--- src/rtl/lcd_req_if.sv ---
// Client-to-sequencer byte request channel for the character LCD.
// A byte moves on a rising clk edge where req_valid and req_ready are both high.
interface lcd_req_if;
  logic       req_valid;
  logic       req_ready;
  logic       req_rs;
  logic [7:0] req_data;

  modport master (output req_valid, output req_rs, output req_data, input req_ready);
  modport slave  (input req_valid, input req_rs, input req_data, output req_ready);
endinterface

--- src/rtl/lcd_sequencer.sv ---
// HD44780 4-bit write sequencer: power-on init, configuration, then client bytes
// split into nibbles with cycle-exact setup, E-high and execution waits.
module lcd_sequencer #(
  parameter int unsigned T_POWERUP = 750000,
  parameter int unsigned T_INIT1   = 205000,
  parameter int unsigned T_INIT2   = 5000,
  parameter int unsigned T_CMD     = 2000,
  parameter int unsigned T_CLEAR   = 82000,
  parameter int unsigned T_NIBBLE  = 50,
  parameter int unsigned T_EHIGH   = 12,
  parameter int unsigned T_SETUP   = 2
) (
  input  logic       clk,
  input  logic       rst_n,
  lcd_req_if.slave   req,
  output logic       init_done,
  output logic       busy,
  output logic       sf_e,
  output logic       lcd_e,
  output logic       lcd_rs,
  output logic       lcd_rw,
  output logic [3:0] lcd_d,
  output logic [2:0] dbg_state
);
  localparam int unsigned M0 = (T_POWERUP > T_INIT1) ? T_POWERUP : T_INIT1;
  localparam int unsigned M1 = (M0 > T_INIT2) ? M0 : T_INIT2;
  localparam int unsigned M2 = (M1 > T_CMD) ? M1 : T_CMD;
  localparam int unsigned M3 = (M2 > T_CLEAR) ? M2 : T_CLEAR;
  localparam int unsigned M4 = (M3 > T_NIBBLE) ? M3 : T_NIBBLE;
  localparam int unsigned M5 = (M4 > T_EHIGH) ? M4 : T_EHIGH;
  localparam int unsigned T_MAX = (M5 > T_SETUP) ? M5 : T_SETUP;
  localparam int CW = (T_MAX > 1) ? $clog2(T_MAX) : 1;

  // seq: 0-3 init nibbles, 4-11 configuration nibbles, 12/13 client high/low nibble
  localparam logic [3:0] SEQ_CFG_LAST = 4'd11;
  localparam logic [3:0] SEQ_USER_HI  = 4'd12;
  localparam logic [3:0] SEQ_USER_LO  = 4'd13;

  typedef enum logic [2:0] {PWR_WAIT, SETUP, EHIGH, WAIT, IDLE} state_t;

  state_t        state, state_n;
  logic [CW-1:0] cnt, cnt_n;
  logic [3:0]    seq, seq_n;
  logic          cap_rs, cap_rs_n;
  logic [7:0]    cap_data, cap_data_n;
  logic          rs_q, rs_n;
  logic [3:0]    d_q, d_n;
  logic          done_q, done_n;
  logic          e_q, e_n;
  logic          ready_q, ready_n;
  logic          busy_q, busy_n;
  logic          start, accept;
  logic [3:0]    start_seq;
  logic          start_rs;
  logic [7:0]    start_byte;
  logic          cur_rs;
  logic [7:0]    cur_byte;

  function automatic logic [CW-1:0] last_of(int unsigned len);
    return CW'(len - 1);
  endfunction

  function automatic logic [7:0] cfg_byte(logic [1:0] idx);
    case (idx)
      2'd0:    return 8'h28;
      2'd1:    return 8'h06;
      2'd2:    return 8'h0C;
      default: return 8'h01;
    endcase
  endfunction

  function automatic logic [7:0] byte_for(logic [3:0] s, logic [7:0] cap);
    logic [3:0] off;
    off = s - 4'd4;
    if (s >= SEQ_USER_HI) return cap;
    return cfg_byte(off[2:1]);
  endfunction

  function automatic logic [3:0] nib_of(logic [3:0] s, logic [7:0] b);
    if (s < 4'd3) return 4'h3;
    if (s == 4'd3) return 4'h2;
    return s[0] ? b[3:0] : b[7:4];
  endfunction

  // Clear/home style instructions need the long execution wait on their low nibble.
  function automatic logic [CW-1:0] wait_last(logic [3:0] s, logic rs, logic [7:0] b);
    if (s == 4'd0) return last_of(T_INIT1);
    if (s == 4'd1) return last_of(T_INIT2);
    if (s < 4'd4) return last_of(T_CMD);
    if (!s[0]) return last_of(T_NIBBLE);
    if (!rs && (b == 8'h01 || b == 8'h02 || b == 8'h03)) return last_of(T_CLEAR);
    return last_of(T_CMD);
  endfunction

  assign cur_rs   = (seq >= SEQ_USER_HI) ? cap_rs : 1'b0;
  assign cur_byte = byte_for(seq, cap_data);

  always_comb begin
    state_n    = state;
    cnt_n      = cnt + 1'b1;
    seq_n      = seq;
    cap_rs_n   = cap_rs;
    cap_data_n = cap_data;
    rs_n       = rs_q;
    d_n        = d_q;
    done_n     = done_q;
    start      = 1'b0;
    accept     = 1'b0;
    start_seq  = seq;
    case (state)
      PWR_WAIT: begin
        if (cnt == last_of(T_POWERUP)) begin
          start     = 1'b1;
          start_seq = 4'd0;
        end
      end
      SETUP: begin
        if (cnt == last_of(T_SETUP)) begin
          state_n = EHIGH;
          cnt_n   = '0;
        end
      end
      EHIGH: begin
        if (cnt == last_of(T_EHIGH)) begin
          state_n = WAIT;
          cnt_n   = '0;
        end
      end
      WAIT: begin
        if (cnt == wait_last(seq, cur_rs, cur_byte)) begin
          if (seq == SEQ_CFG_LAST || seq == SEQ_USER_LO) begin
            state_n = IDLE;
            cnt_n   = '0;
            if (seq == SEQ_CFG_LAST) done_n = 1'b1;
          end else begin
            start     = 1'b1;
            start_seq = seq + 4'd1;
          end
        end
      end
      IDLE: begin
        cnt_n = '0;
        if (req.req_valid && ready_q) begin
          accept     = 1'b1;
          start      = 1'b1;
          start_seq  = SEQ_USER_HI;
          cap_rs_n   = req.req_rs;
          cap_data_n = req.req_data;
        end
      end
      default: begin
        state_n = PWR_WAIT;
        cnt_n   = '0;
      end
    endcase

    start_rs   = accept ? req.req_rs : ((start_seq >= SEQ_USER_HI) ? cap_rs : 1'b0);
    start_byte = accept ? req.req_data : byte_for(start_seq, cap_data);
    if (start) begin
      seq_n   = start_seq;
      cnt_n   = '0;
      rs_n    = start_rs;
      d_n     = nib_of(start_seq, start_byte);
      state_n = (T_SETUP == 0) ? EHIGH : SETUP;
    end

    // Outputs are registered from the next state so they line up with the state register.
    e_n     = (state_n == EHIGH);
    ready_n = (state_n == IDLE);
    busy_n  = (state_n != IDLE);
  end

  always_ff @(posedge clk or negedge rst_n) begin
    if (!rst_n) begin
      state    <= PWR_WAIT;
      cnt      <= '0;
      seq      <= '0;
      cap_rs   <= 1'b0;
      cap_data <= '0;
      rs_q     <= 1'b0;
      d_q      <= '0;
      done_q   <= 1'b0;
      e_q      <= 1'b0;
      ready_q  <= 1'b0;
      busy_q   <= 1'b1;
    end else begin
      state    <= state_n;
      cnt      <= cnt_n;
      seq      <= seq_n;
      cap_rs   <= cap_rs_n;
      cap_data <= cap_data_n;
      rs_q     <= rs_n;
      d_q      <= d_n;
      done_q   <= done_n;
      e_q      <= e_n;
      ready_q  <= ready_n;
      busy_q   <= busy_n;
    end
  end

  assign req.req_ready = ready_q;
  assign init_done     = done_q;
  assign busy          = busy_q;
  assign sf_e          = 1'b1;
  assign lcd_rw        = 1'b0;
  assign lcd_e         = e_q;
  assign lcd_rs        = rs_q;
  assign lcd_d         = d_q;
  assign dbg_state     = state;
endmodule

--- src/flat_wrapper.sv ---
// flat-port wrapper written by rule: the top's interface ports become plain ports
module lcd_sequencer_flat 
#(
  parameter int unsigned T_POWERUP = 750000,
  parameter int unsigned T_INIT1   = 205000,
  parameter int unsigned T_INIT2   = 5000,
  parameter int unsigned T_CMD     = 2000,
  parameter int unsigned T_CLEAR   = 82000,
  parameter int unsigned T_NIBBLE  = 50,
  parameter int unsigned T_EHIGH   = 12,
  parameter int unsigned T_SETUP   = 2
)
  (clk, rst_n, init_done, busy, sf_e, lcd_e, lcd_rs, lcd_rw, lcd_d, dbg_state, req_req_valid, req_req_rs, req_req_data, req_req_ready);
  lcd_req_if req_i ();
  input  logic clk;
  input  logic rst_n;
  output logic init_done;
  output logic busy;
  output logic sf_e;
  output logic lcd_e;
  output logic lcd_rs;
  output logic lcd_rw;
  output logic [3:0] lcd_d;
  output logic [2:0] dbg_state;
  input wire logic [$bits(req_i.req_valid)-1:0] req_req_valid;
  input wire logic [$bits(req_i.req_rs)-1:0] req_req_rs;
  input wire logic [$bits(req_i.req_data)-1:0] req_req_data;
  output wire logic [$bits(req_i.req_ready)-1:0] req_req_ready;
  assign req_i.req_valid = req_req_valid;
  assign req_i.req_rs = req_req_rs;
  assign req_i.req_data = req_req_data;
  assign req_req_ready = req_i.req_ready;
  lcd_sequencer #(.T_POWERUP(T_POWERUP), .T_INIT1(T_INIT1), .T_INIT2(T_INIT2), .T_CMD(T_CMD), .T_CLEAR(T_CLEAR), .T_NIBBLE(T_NIBBLE), .T_EHIGH(T_EHIGH), .T_SETUP(T_SETUP)) u_core (.clk(clk), .rst_n(rst_n), .req(req_i), .init_done(init_done), .busy(busy), .sf_e(sf_e), .lcd_e(lcd_e), .lcd_rs(lcd_rs), .lcd_rw(lcd_rw), .lcd_d(lcd_d), .dbg_state(dbg_state));
endmodule
--- config.mk ---
export PLATFORM = sky130hd
export DESIGN_NAME = lcd_sequencer_flat
export DESIGN_NICKNAME = d
export VERILOG_FILES = /design/src/rtl/lcd_req_if.sv /design/src/rtl/lcd_sequencer.sv /design/src/flat_wrapper.sv
export SDC_FILE = /design/constraint.sdc
export NUM_CORES = 1
export LEC_CHECK = 0
export ABC_AREA = 1
export BUFFER_PORTS_ARGS = -buffer_cell sky130_fd_sc_hd__clkbuf_2
export CORE_ASPECT_RATIO = 1.75
export CORE_UTILIZATION = 30
export CTS_BUF_LIST = sky130_fd_sc_hd__clkbuf_8 sky130_fd_sc_hd__clkbuf_16
export DETAILED_ROUTE_END_ITERATION = 6
export MAX_ROUTING_LAYER = met4
export PLACE_DENSITY = 0.51
export SLEW_MARGIN = 20
export SYNTH_ARGS = -nofsm -noshare
export SYNTH_HDL_FRONTEND = slang
export SYNTH_SLANG_ARGS = --single-unit
--- constraint.sdc ---
create_clock -name clk -period 3.4 [get_ports clk]
set_input_delay 0 -clock clk [delete_from_list [all_inputs] [get_ports clk]]
set_output_delay 0 -clock clk [all_outputs]
set_load 0.02 [all_outputs]
==> results of run 1 <==
## power groups by stage
stage	Combinational (mW)	Sequential [mW]	Clock [mW]
floorplan	0.00374	0.546	0
global placement	0.0203	0.545	0
detailed placement	0.0206	0.545	0
CTS	0.0297	0.535	0.592
global route	0.0328	0.535	0.614
finish	0.0285	0.535	0.584
## flip-flops by register name, indices dropped and copies added, names as in the netlist
signal and flops:
u_core.dbg_state 3, u_core.busy 1, u_core.cap_rs 1, u_core.seq 4
u_core.lcd_rs 1, u_core.cap_data 8, u_core.req.req_ready 1, u_core.lcd_e 1
u_core.lcd_d 4, u_core.init_done 1, u_core.cnt 20
## critical path: stages (launching register included)
cell	delay (ns)
dfrtp_1	0.49
inv_1	0.17
nand2_2	0.11
nand2_2	0.16
nand2_1	0.07
nand2_1	0.07
nand2_1	0.05
nor2_2	0.15
nand3_1	0.11
nor2_1	0.11
nand3_1	0.11
nor2_4	0.14
nand3_2	0.13
o22ai_1	0.23
inv_1	0.09
ha_1	0.20
or2_2	0.29
nand3_1	0.08
nand2_1	0.05
nand2_1	0.05
nand2_1	0.05
nand2_1	0.05
nand2_1	0.05
## cell families (layout without fill, tap and decap cells)
family	Yosys count	after routing	synth area share, %
xor+xnor	8	8	2.26
simple gates	253	253	37.3
flops	45	45	36.4
compound gates	37	37	8.29
fa+ha+maj	13	13	5.25
mux	1	1	0.323
other cells	2	2	0.243
buf+inv	77	120	9.94
## per-stage QoR
stage	instance area, um2	power (mW)
2_1_floorplan	3100	0.549
3_3_place_gp	3400	0.566
3_5_place_dp	3400	0.566
4_1_cts	3670	1.16
5_1_grt	3670	1.18
6_report	3670	1.15
## what timing repair did
item | 4_1_cts | 5_1_grt
endpoints found under the setup margin | 0 | 3
endpoints found under the hold margin | 53 | 0
gates resized for setup | 0 | 4
hold buffers | 10 | 0
## cells in the final DEF (no fill, tap or decap), types with 9 or more instances in the layout
cell	synthesis	final
dfrtp_1	44	42
nand3_1	39	39
nor2_1	50	50
nand2_1	115	115
nor3_1	9	9
nand4_1	11	11
dlygate4sd3_1	0	10
inv_1	61	61
ha_1	13	12
clkbuf_2	0	23
## worst paths after layout
path                       depth (start not counted)  slack (ns)            endpoint       startpoint
setup / recovery                                  22        0.28     u_core.lcd_d[3]    u_core.seq[3]
hold / removal                                     3        0.32  u_core.cap_data[3]    req_req_valid
setup reg to reg                                  22        0.28     u_core.lcd_d[3]    u_core.seq[3]
hold reg to reg                                    2        0.49     u_core.lcd_d[3]  u_core.lcd_d[3]
max in group asynchronous                          3        2.62       u_core.seq[1]            rst_n
min in group asynchronous                          3        0.33       u_core.cnt[6]            rst_n
## per-layer routing
layer / GRT usage [%] / routed length [um] / part of all wire (%)
met4: 11.2 / 457 / 4.9
met3: 2.42 / 183 / 2.0
met1: 17.5 / 3300 / 36
met2: 38.0 / 5300 / 57
met5: - / 0 / 0
## layout make-up
type | count | area [um2]
fill | 1110 | 6300
multi-input combinational | 314 | 1660
sequential | 45 | 1130
inverter | 71 | 277
timing repair buffer | 41 | 275
tap | 125 | 156
clock buffer | 6 | 139
clock inverter | 2 | 33.8
==> results.sh, run 1 <==
export IMPL_worstMarginPinSlew_ns=0.593
export IMPL_synth_area_um2=3100
export IMPL_fin_crit_sh_pct=91.6
export IMPL_avgSynthCellArea_um2=7.10
export IMPL_yosysWarnings=0
export IMPL_hold_viol_final=0
export IMPL_initial_utilization_pct=31.0
export IMPL_worstPathArrival_ns=3.30
export IMPL_wl_per_cell_um=15.3
export IMPL_track_usage_pct=19.5
export IMPL_yosys_top_cells_area="dfrtp_1, nand2_1, inv_1, nand3_1, nor2_1"
export IMPL_rows=48
export IMPL_gr_total_overflow=0
export IMPL_grt_antenna_before_repair=0
export IMPL_fin_ws_ns=0.285
export IMPL_synth_most_common_cell="nand2_1"
export IMPL_diodes=0
export IMPL_async_flop_share_pct=100
export IMPL_maxCapViolCount=0
export IMPL_power_leakage_nw=1.94
export IMPL_max_freq_ghz=0.321
export IMPL_pre_cts_slack_ns=0.224
export IMPL_p_seq_share_pct=46.6
export IMPL_dieArea_um2=10700
export IMPL_power_density_nw_per_um2=312
export IMPL_clockBufferDepth=2
export IMPL_post_route_drc_count=0
export IMPL_swShare_pct=20.5
export IMPL_io_buffers=23
export IMPL_critPathLaunchType="flop"
export IMPL_cts_tree="done"
export IMPL_viasPerCell=4.87
export IMPL_drt_first_pass_iters=4
export IMPL_ir_worst_vdd_mv=0.210
export IMPL_final_max_slew_violation_count=0
export IMPL_routed_wl_mm=9.23
export IMPL_synth_edf_count=0
export IMPL_worst_ep_required_time_ns=3.59
export IMPL_netlist_instances=436
export IMPL_synth_flop_cell="dfrtp_1"
export IMPL_grt_max_degree=46
export IMPL_cts_sinks=45
export IMPL_crit_fanout=7
export IMPL_p_comb_share_pct=2.5
export IMPL_synth_seq_cells=45
export IMPL_fin_nets=503
export IMPL_finalClockSkew_ns=0.00490
export IMPL_io_pins=26
export IMPL_synth_top_cell_by_area="dfrtp_1"
export IMPL_synth_commonest_cells="nand2_1, inv_1, nor2_1"
export IMPL_die_h_um=136
export IMPL_hold_ws_ns=0.321
export IMPL_hpwl_mm=7.34
export IMPL_cts_buffers=5
export IMPL_dp_cells=586
export IMPL_layout_drive_gt1_share_pct=15.9
export IMPL_gp_congestion=0.971
export IMPL_final_min_clock_period_ns=3.12
export IMPL_stdcell_count=604
export IMPL_synth_nets=461
export IMPL_rsz0062_at_grt="no"
export IMPL_die_w_um=78.8
export IMPL_cts_setup_buffers=0
export IMPL_ys_seq_area_share_pct=36.4
export IMPL_setup_viol=0
export IMPL_cp_end_kind="flop"
export IMPL_path_clk_slew_ns=0.06
export IMPL_tns_ns=0
export IMPL_htreeDepth=2
export IMPL_synth_top_cell_area_share_pct=35.6
export IMPL_via_count=2939
export IMPL_grt_pass1_wl_mm=15.2
export IMPL_slew_headroom_pct=60.1
export IMPL_first_global_vias=3019
export IMPL_post_route_util_pct=36.8
export IMPL_p_switching_mw=0.235
export IMPL_drtIter0Drc=106
export IMPL_drtAntennaViolNets=0
export IMPL_intPower_mw=0.913
export IMPL_syn_to_final_growth_pct=18.7
export IMPL_worstSkewPairLatency_ns=0.29
export IMPL_crit_type="reg2reg"
export IMPL_coreArea_um2=9970
export IMPL_ys_types=47
export IMPL_hp_class="in2reg"
export IMPL_status="finished, final reports clean"
export IMPL_cts_root_buf="clkbuf_16"
export IMPL_p_clk_share_pct=50.9
No activity file was read; power rests on OpenSTA's default activity.
==> run 2, diff against run 1 <==
--- a/config.mk
+++ b/config.mk
@@ -13,6 +13,7 @@
 export DETAILED_ROUTE_END_ITERATION = 6
 export MAX_ROUTING_LAYER = met4
 export PLACE_DENSITY = 0.51
+export SETUP_SLACK_MARGIN = 0.3
 export SLEW_MARGIN = 20
 export SYNTH_ARGS = -nofsm -noshare
 export SYNTH_HDL_FRONTEND = slang
==> run 2 against run 1 <==
Against the previous run: sequential cell count unchanged; worst hold slack got worse by 0.0034 ns; sequential share of layout area decreased by 0.76 points; clock skew decreased by 0.0010 ns; sequential power about the same; global-route usage about the same; clock power about the same; cell area increased by 2.7%; core utilization increased by 0.98 points; worst setup slack improved by 0.085 ns; maximum frequency increased by 2.8%; critical path type unchanged; critical endpoint unchanged; largest power group unchanged.
==> results.sh, run 2 (synthesis results as in run 1) <==
export IMPL_power_mw=1.15
export IMPL_critPathLaunch="u_core.seq[2]"
export IMPL_grt_antenna_before_repair=0
export IMPL_power_leakage_nw=1.97
export IMPL_final_cell_mix="nand2_1, inv_1, nor2_1"
export IMPL_gp_congestion=0.971
export IMPL_tns_ns=0
export IMPL_worstSkewPairLatency_ns=0.30
export IMPL_worstMarginPinSlew_ns=0.584
export IMPL_first_global_vias=3024
export IMPL_critical_path_cell_chain="buf_4 -> nor2_4 -> buf_4 -> o21ai_2 -> nand3_1 -> nand2_1 -> nor3_2 -> nand3_1 -> nor2_2 -> nand3_1 -> nand2_1 -> nand3_2 -> a21oi_4 -> inv_2 -> ha_1 -> or2_2 -> nand3_1 -> nand2_1 -> nand2_1 -> nand2_1 -> nand2_1 -> nand2_1"
export IMPL_regMostFlops="u_core.cnt"
export IMPL_drt_met1_wl_mm=3.28
export IMPL_crit_fanout=8
export IMPL_io_pins=26
export IMPL_fin_nets=506
export IMPL_maxCapViolCount=0
export IMPL_rsz0062_at_grt="yes"
export IMPL_viasPerCell=4.90
export IMPL_clockBufferDepth=2
export IMPL_ir_worst_vdd_mv=0.204
export IMPL_rows=48
export IMPL_drt_first_pass_iters=4
export IMPL_max_freq_ghz=0.330
export IMPL_crit_buf_inv=3
export IMPL_nFillCells=1105
export IMPL_initial_utilization_pct=31.0
export IMPL_slew_headroom_pct=60.7
export IMPL_hp_class="in2reg"
export IMPL_dieArea_um2=10700
export IMPL_drtIter0Drc=97
export IMPL_grt_pass1_wl_mm=15.2
export IMPL_path_delay_family="simple AND/OR/NAND/NOR gates"
export IMPL_hpwl_mm=7.34
export IMPL_worst_ep_required_time_ns=3.59
export IMPL_max_stage_delay_ns=0.44
export IMPL_coreArea_um2=9970
export IMPL_largest_reg_flops=20
export IMPL_die_h_um=136
export IMPL_crit_type="reg2reg"
export IMPL_top_layer="met4"
export IMPL_syn_to_final_growth_pct=21.8
export IMPL_finalClockSkew_ns=0.00389
export IMPL_final_min_clock_period_ns=3.03
export IMPL_cts_root_buf="clkbuf_16"
export IMPL_fin_crit_sh_pct=89.1
export IMPL_r2r_start="u_core.seq[2]"
export IMPL_dr_wl_met3_um=192
export IMPL_setup_viol=0
export IMPL_diodes=0
export IMPL_cts_sinks=45
export IMPL_track_usage_pct=19.5
export IMPL_cp_common_cell="nand2_1"
export IMPL_routed_wl_mm=9.27
export IMPL_wl_per_cell_um=15.3
export IMPL_cts_buffers=5
export IMPL_layout_cells_most_common="nand2_1"
export IMPL_drtAntennaViolNets=0
export IMPL_layout_drive_gt1_share_pct=18.9
export IMPL_critPathLaunchType="flop"
export IMPL_worstPathArrival_ns=3.22
export IMPL_cp_slowest_cell="dfrtp_2"
export IMPL_path_clk_slew_ns=0.06
export IMPL_met2_length_mm=5.36
export IMPL_reg_top3="u_core.cnt: 20 flops, u_core.cap_data: 8 flops"
export IMPL_status="finished, final reports clean"
export IMPL_cp_end_kind="flop"
export IMPL_holdCritStartpoint="req_req_valid"
export IMPL_power_density_nw_per_um2=305
export IMPL_io_buffers=23
export IMPL_via_count=2975
export IMPL_final_max_slew_violation_count=0
export IMPL_cts_tree="done"
export IMPL_die_w_um=78.8
export IMPL_hold_viol_final=0
export IMPL_post_route_drc_count=0
export IMPL_grt_max_degree=46
export IMPL_gr_total_overflow=0
export IMPL_htreeDepth=2
run 2: cell count changes in the layout (fill, tap and decap cells not counted), moves of 2 or more:
cell	change
buf_4	+3
nand2_1	-3
nand3_1	-3
nand2_4	+2
nand3_2	+2
run 2: layer usage:
metal | GRT usage (%) | vias up
li1 | - | 1483
met1 | 17.5 | 1404
met2 | 38.0 | 57
met3 | 2.42 | 31
met4 | 11.2 | 0
met5 | - | -
run 2: final timing paths:
| check | endpoint | slack (ns) | cells after the start |
|---|---|---|---|
| worst max-delay path | u_core.lcd_d[3] | 0.37 | 22 |
| worst min-delay path | u_core.cap_data[3] | 0.32 | 3 |
| worst max register to register | u_core.lcd_d[3] | 0.37 | 22 |
| worst min register to register | u_core.lcd_d[3] | 0.49 | 2 |
| max in group asynchronous | u_core.seq[2] | 2.62 | 3 |
| min in group asynchronous | u_core.cnt[6] | 0.33 | 3 |
run 2: what timing repair did:
item | CTS | global route
gates resized for setup | 4 | 17
endpoints found under the setup margin | 2 | 5
hold buffers | 10 | 0
buffers inserted | 1 | 2
pin swaps | 0 | 6
endpoints found under the hold margin | 53 | 0
run 2: power by group:
| group | total, mW | internal, mW | switching (mW) |
|---|---|---|---|
| Combinational | 0.0285 | 0.0126 | 0.0159 |
| Sequential | 0.535 | 0.535 | 0 |
| Clock | 0.586 | 0.365 | 0.221 |
run 2: tightest hold or removal path: stages:
cell and delay [ns]:
clkbuf_2 0.08, nand3_1 0.34, o21a_1 0.16
run 2: layout make-up:
class / count / area [um2] / share of cell area, %
repair buffers: 44 / 298 / 7.90
clock inverters: 2 / 33.8 / 0.896
clock buffers: 6 / 139 / 3.68
well taps: 125 / 156 / 4.15
multi-input cells: 314 / 1730 / 46.0
inverters: 71 / 279 / 7.40
flip-flops and latches: 45 / 1130 / 30.0
run 2: metrics by stage:
| stage | setup WS (ns) | cells | hold WS, ns | cell area (um2) | utilization [%] |
|---|---|---|---|---|---|
| floorplan | 0.340 | 436 | -0.296 | 3100 | - |
| global placement | 0.274 | 586 | 0.133 | 3400 | 34.1 |
| detailed placement | 0.224 | 586 | 0.134 | 3400 | 34.1 |
| CTS | 0.318 | 605 | 0.324 | 3680 | 36.9 |
| global route | 0.183 | 607 | 0.363 | 3770 | 37.8 |
| finish | 0.370 | 607 | 0.318 | 3770 | 37.8 |
==> run 3, diff against run 2 <==
--- a/config.mk
+++ b/config.mk
@@ -8,11 +8,11 @@
 export ABC_AREA = 1
 export BUFFER_PORTS_ARGS = -buffer_cell sky130_fd_sc_hd__clkbuf_2
 export CORE_ASPECT_RATIO = 1.75
-export CORE_UTILIZATION = 30
+export CORE_UTILIZATION = 60
 export CTS_BUF_LIST = sky130_fd_sc_hd__clkbuf_8 sky130_fd_sc_hd__clkbuf_16
 export DETAILED_ROUTE_END_ITERATION = 6
 export MAX_ROUTING_LAYER = met4
-export PLACE_DENSITY = 0.51
+export PLACE_DENSITY = 0.85
 export SETUP_SLACK_MARGIN = 0.3
 export SLEW_MARGIN = 20
 export SYNTH_ARGS = -nofsm -noshare
==> run 3 against run 2 <==
Against the previous run: worst hold slack worse by 0.13 ns; routed wire length down 4.1%; clock power decreased by 44%; largest power group is now sequential cells; largest cell class unchanged.
==> results.sh, run 3 (synthesis results as in run 1) <==
export IMPL_worst_ep_required_time_ns=3.61
export IMPL_maxCapViolCount=0
export IMPL_htreeDepth=2
export IMPL_power_density_nw_per_um2=237
export IMPL_final_min_clock_period_ns=3.07
export IMPL_drtAntennaViolNets=0
export IMPL_worstPathArrival_ns=3.27
export IMPL_finalClockSkew_ns=0.00849
export IMPL_gr_usage_met1_pct=31.3
export IMPL_drt_first_pass_iters=5
export IMPL_final_cell_mix="nand2_1, inv_1, nor2_1"
export IMPL_ir_worst_vdd_mv=0.344
export IMPL_drtIter0Drc=150
export IMPL_reg2reg_slack_ns=0.33
export IMPL_io_pins=26
export IMPL_routed_wl_mm=8.89
export IMPL_gp_congestion=1.02
export IMPL_fin_crit_sh_pct=90.3
export IMPL_regMostFlops="u_core.cnt"
export IMPL_stdcell_count=542
export IMPL_worstHoldPathCells=4
export IMPL_initial_utilization_pct=62.2
export IMPL_hold_viol_final=0
export IMPL_largest_reg_flops=20
export IMPL_worstRegToRegCells=23
export IMPL_grt_met3_usage_pct=4.55
export IMPL_grt_max_degree=46
export IMPL_clockBufferDepth=2
export IMPL_max_freq_ghz=0.326
export IMPL_dp_cells=514
export IMPL_rsz0062_at_grt="yes"
export IMPL_diodes=0
export IMPL_dieArea_um2=5460
export IMPL_grt_met2_usage_pct=59.5
export IMPL_critPathLaunchType="flop"
export IMPL_cp_slowest_cell="dfrtp_1"
export IMPL_cts_tree="done"
export IMPL_grt_antenna_before_repair=0
export IMPL_cp_common_cell="nand2_1"
export IMPL_worstSkewPairLatency_ns=0.31
export IMPL_crit_type="reg2reg"
export IMPL_cts_sinks=45
export IMPL_die_w_um=56.3
export IMPL_grt_pass1_wl_mm=13.8
export IMPL_power_leakage_nw=1.97
export IMPL_layout_drive_gt1_share_pct=23.4
export IMPL_wl_per_cell_um=16.4
export IMPL_setup_viol=0
export IMPL_crit_buf_inv=4
export IMPL_max_stage_delay_ns=0.41
export IMPL_tns_ns=0
export IMPL_via_count=3190
export IMPL_rows=34
export IMPL_fin_nets=512
export IMPL_path_clk_slew_ns=0.09
export IMPL_cp_end_kind="flop"
export IMPL_reg_top3="u_core.cnt: 20 flops, u_core.cap_data: 8 flops"
export IMPL_critical_path_cell_chain="buf_6 -> buf_4 -> nand2_2 -> nor2_2 -> nand3_2 -> nand2_4 -> nand2_4 -> nand3_4 -> inv_2 -> nor2_1 -> nand3_2 -> nor2_4 -> nand3_4 -> o22ai_4 -> inv_2 -> ha_4 -> or2_4 -> nand3_2 -> nand2_1 -> nand2_1 -> nand2_1 -> nand2_1 -> nand2_1"
export IMPL_status="finished, final reports clean"
export IMPL_crit_cells=23
export IMPL_track_usage_pct=33.5
export IMPL_cts_root_buf="clkbuf_8"
export IMPL_worstMarginPinSlew_ns=0.604
export IMPL_die_h_um=97.0
export IMPL_path_delay_family="simple AND/OR/NAND/NOR gates"
export IMPL_busiest_layer="met2"
export IMPL_slew_headroom_pct=59.4
export IMPL_gr_total_overflow=0
export IMPL_viasPerCell=5.89
export IMPL_layout_cells_most_common="nand2_1"
export IMPL_cts_buffers=5
export IMPL_syn_to_final_growth_pct=21.9
export IMPL_hpwl_mm=6.20
export IMPL_io_buffers=23
export IMPL_hp_class="in2reg"
export IMPL_crit_fanout=5
export IMPL_first_global_vias=3149
export IMPL_post_route_drc_count=0
export IMPL_final_max_slew_violation_count=0
export IMPL_coreArea_um2=4980
==> run 3: cell type report <==
cell class,instances,area (um2)
timing repair buffer,50,349
multi-input combinational,314,1870
clock buffer,5,68.8
fill,349,1200
inverter,71,277
clock inverter,3,17.5
sequential,45,1130
tap,54,67.6
==> run 3: worst min-delay path: cells and delay by family <==
family | cells | cell delay (ns)
multiplexers | 1 | 0.11
AND/OR/NAND/NOR | 1 | 0.19
buffers and inverters | 2 | 0.15
==> run 3: per-stage QoR <==
step	utilization, %	cell area, um2	setup slack, ns	hold slack, ns	power (mW)
after floorplan	-	3100	0.340	-0.296	0.549
after global placement	66.3	3300	0.141	0.199	0.564
after detailed placement	66.3	3300	0.0672	0.206	0.564
after CTS	71.3	3550	0.303	0.176	0.895
after global routing	75.8	3770	0.158	0.219	0.921
final	75.8	3770	0.331	0.184	0.893
==> run 3: per-layer routing <==
| metal | wire length (um) | up-vias | share of wire, % |
|---|---|---|---|
| li1 | - | 1496 | - |
| met1 | 2970 | 1461 | 33 |
| met2 | 4740 | 163 | 53 |
| met3 | 448 | 70 | 5.0 |
| met4 | 726 | 0 | 8.2 |
| met5 | 0 | - | 0 |
==> run 3: path summary, 6_finish.rpt <==
path,startpoint,end
worst max-delay path,u_core.seq[2],u_core.lcd_d[3]
min in group asynchronous,rst_n,u_core.cnt[5]
worst min-delay path,req_req_valid,u_core.cap_data[7]
worst max register to register,u_core.seq[2],u_core.lcd_d[3]
worst min register to register,u_core.lcd_d[0],u_core.lcd_d[0]
max in group asynchronous,rst_n,u_core.seq[3]
==> run 3: what timing repair did <==
action                                  CTS  global route
cloned                                    0             0
buffers inserted                          4             6
pin swaps                                 7            22
endpoints found under the hold margin    53             0
hold buffers                             10             0
endpoints found under the setup margin    3             4
gates resized for setup                   9            39
==> run 3: report_power, final <==
part	total, mW	internal, mW	leakage, nW	switching [mW]
Combinational	0.0281	0.0123	1.35	0.0158
Sequential	0.535	0.535	0.573	0
Clock	0.331	0.142	0.0439	0.189
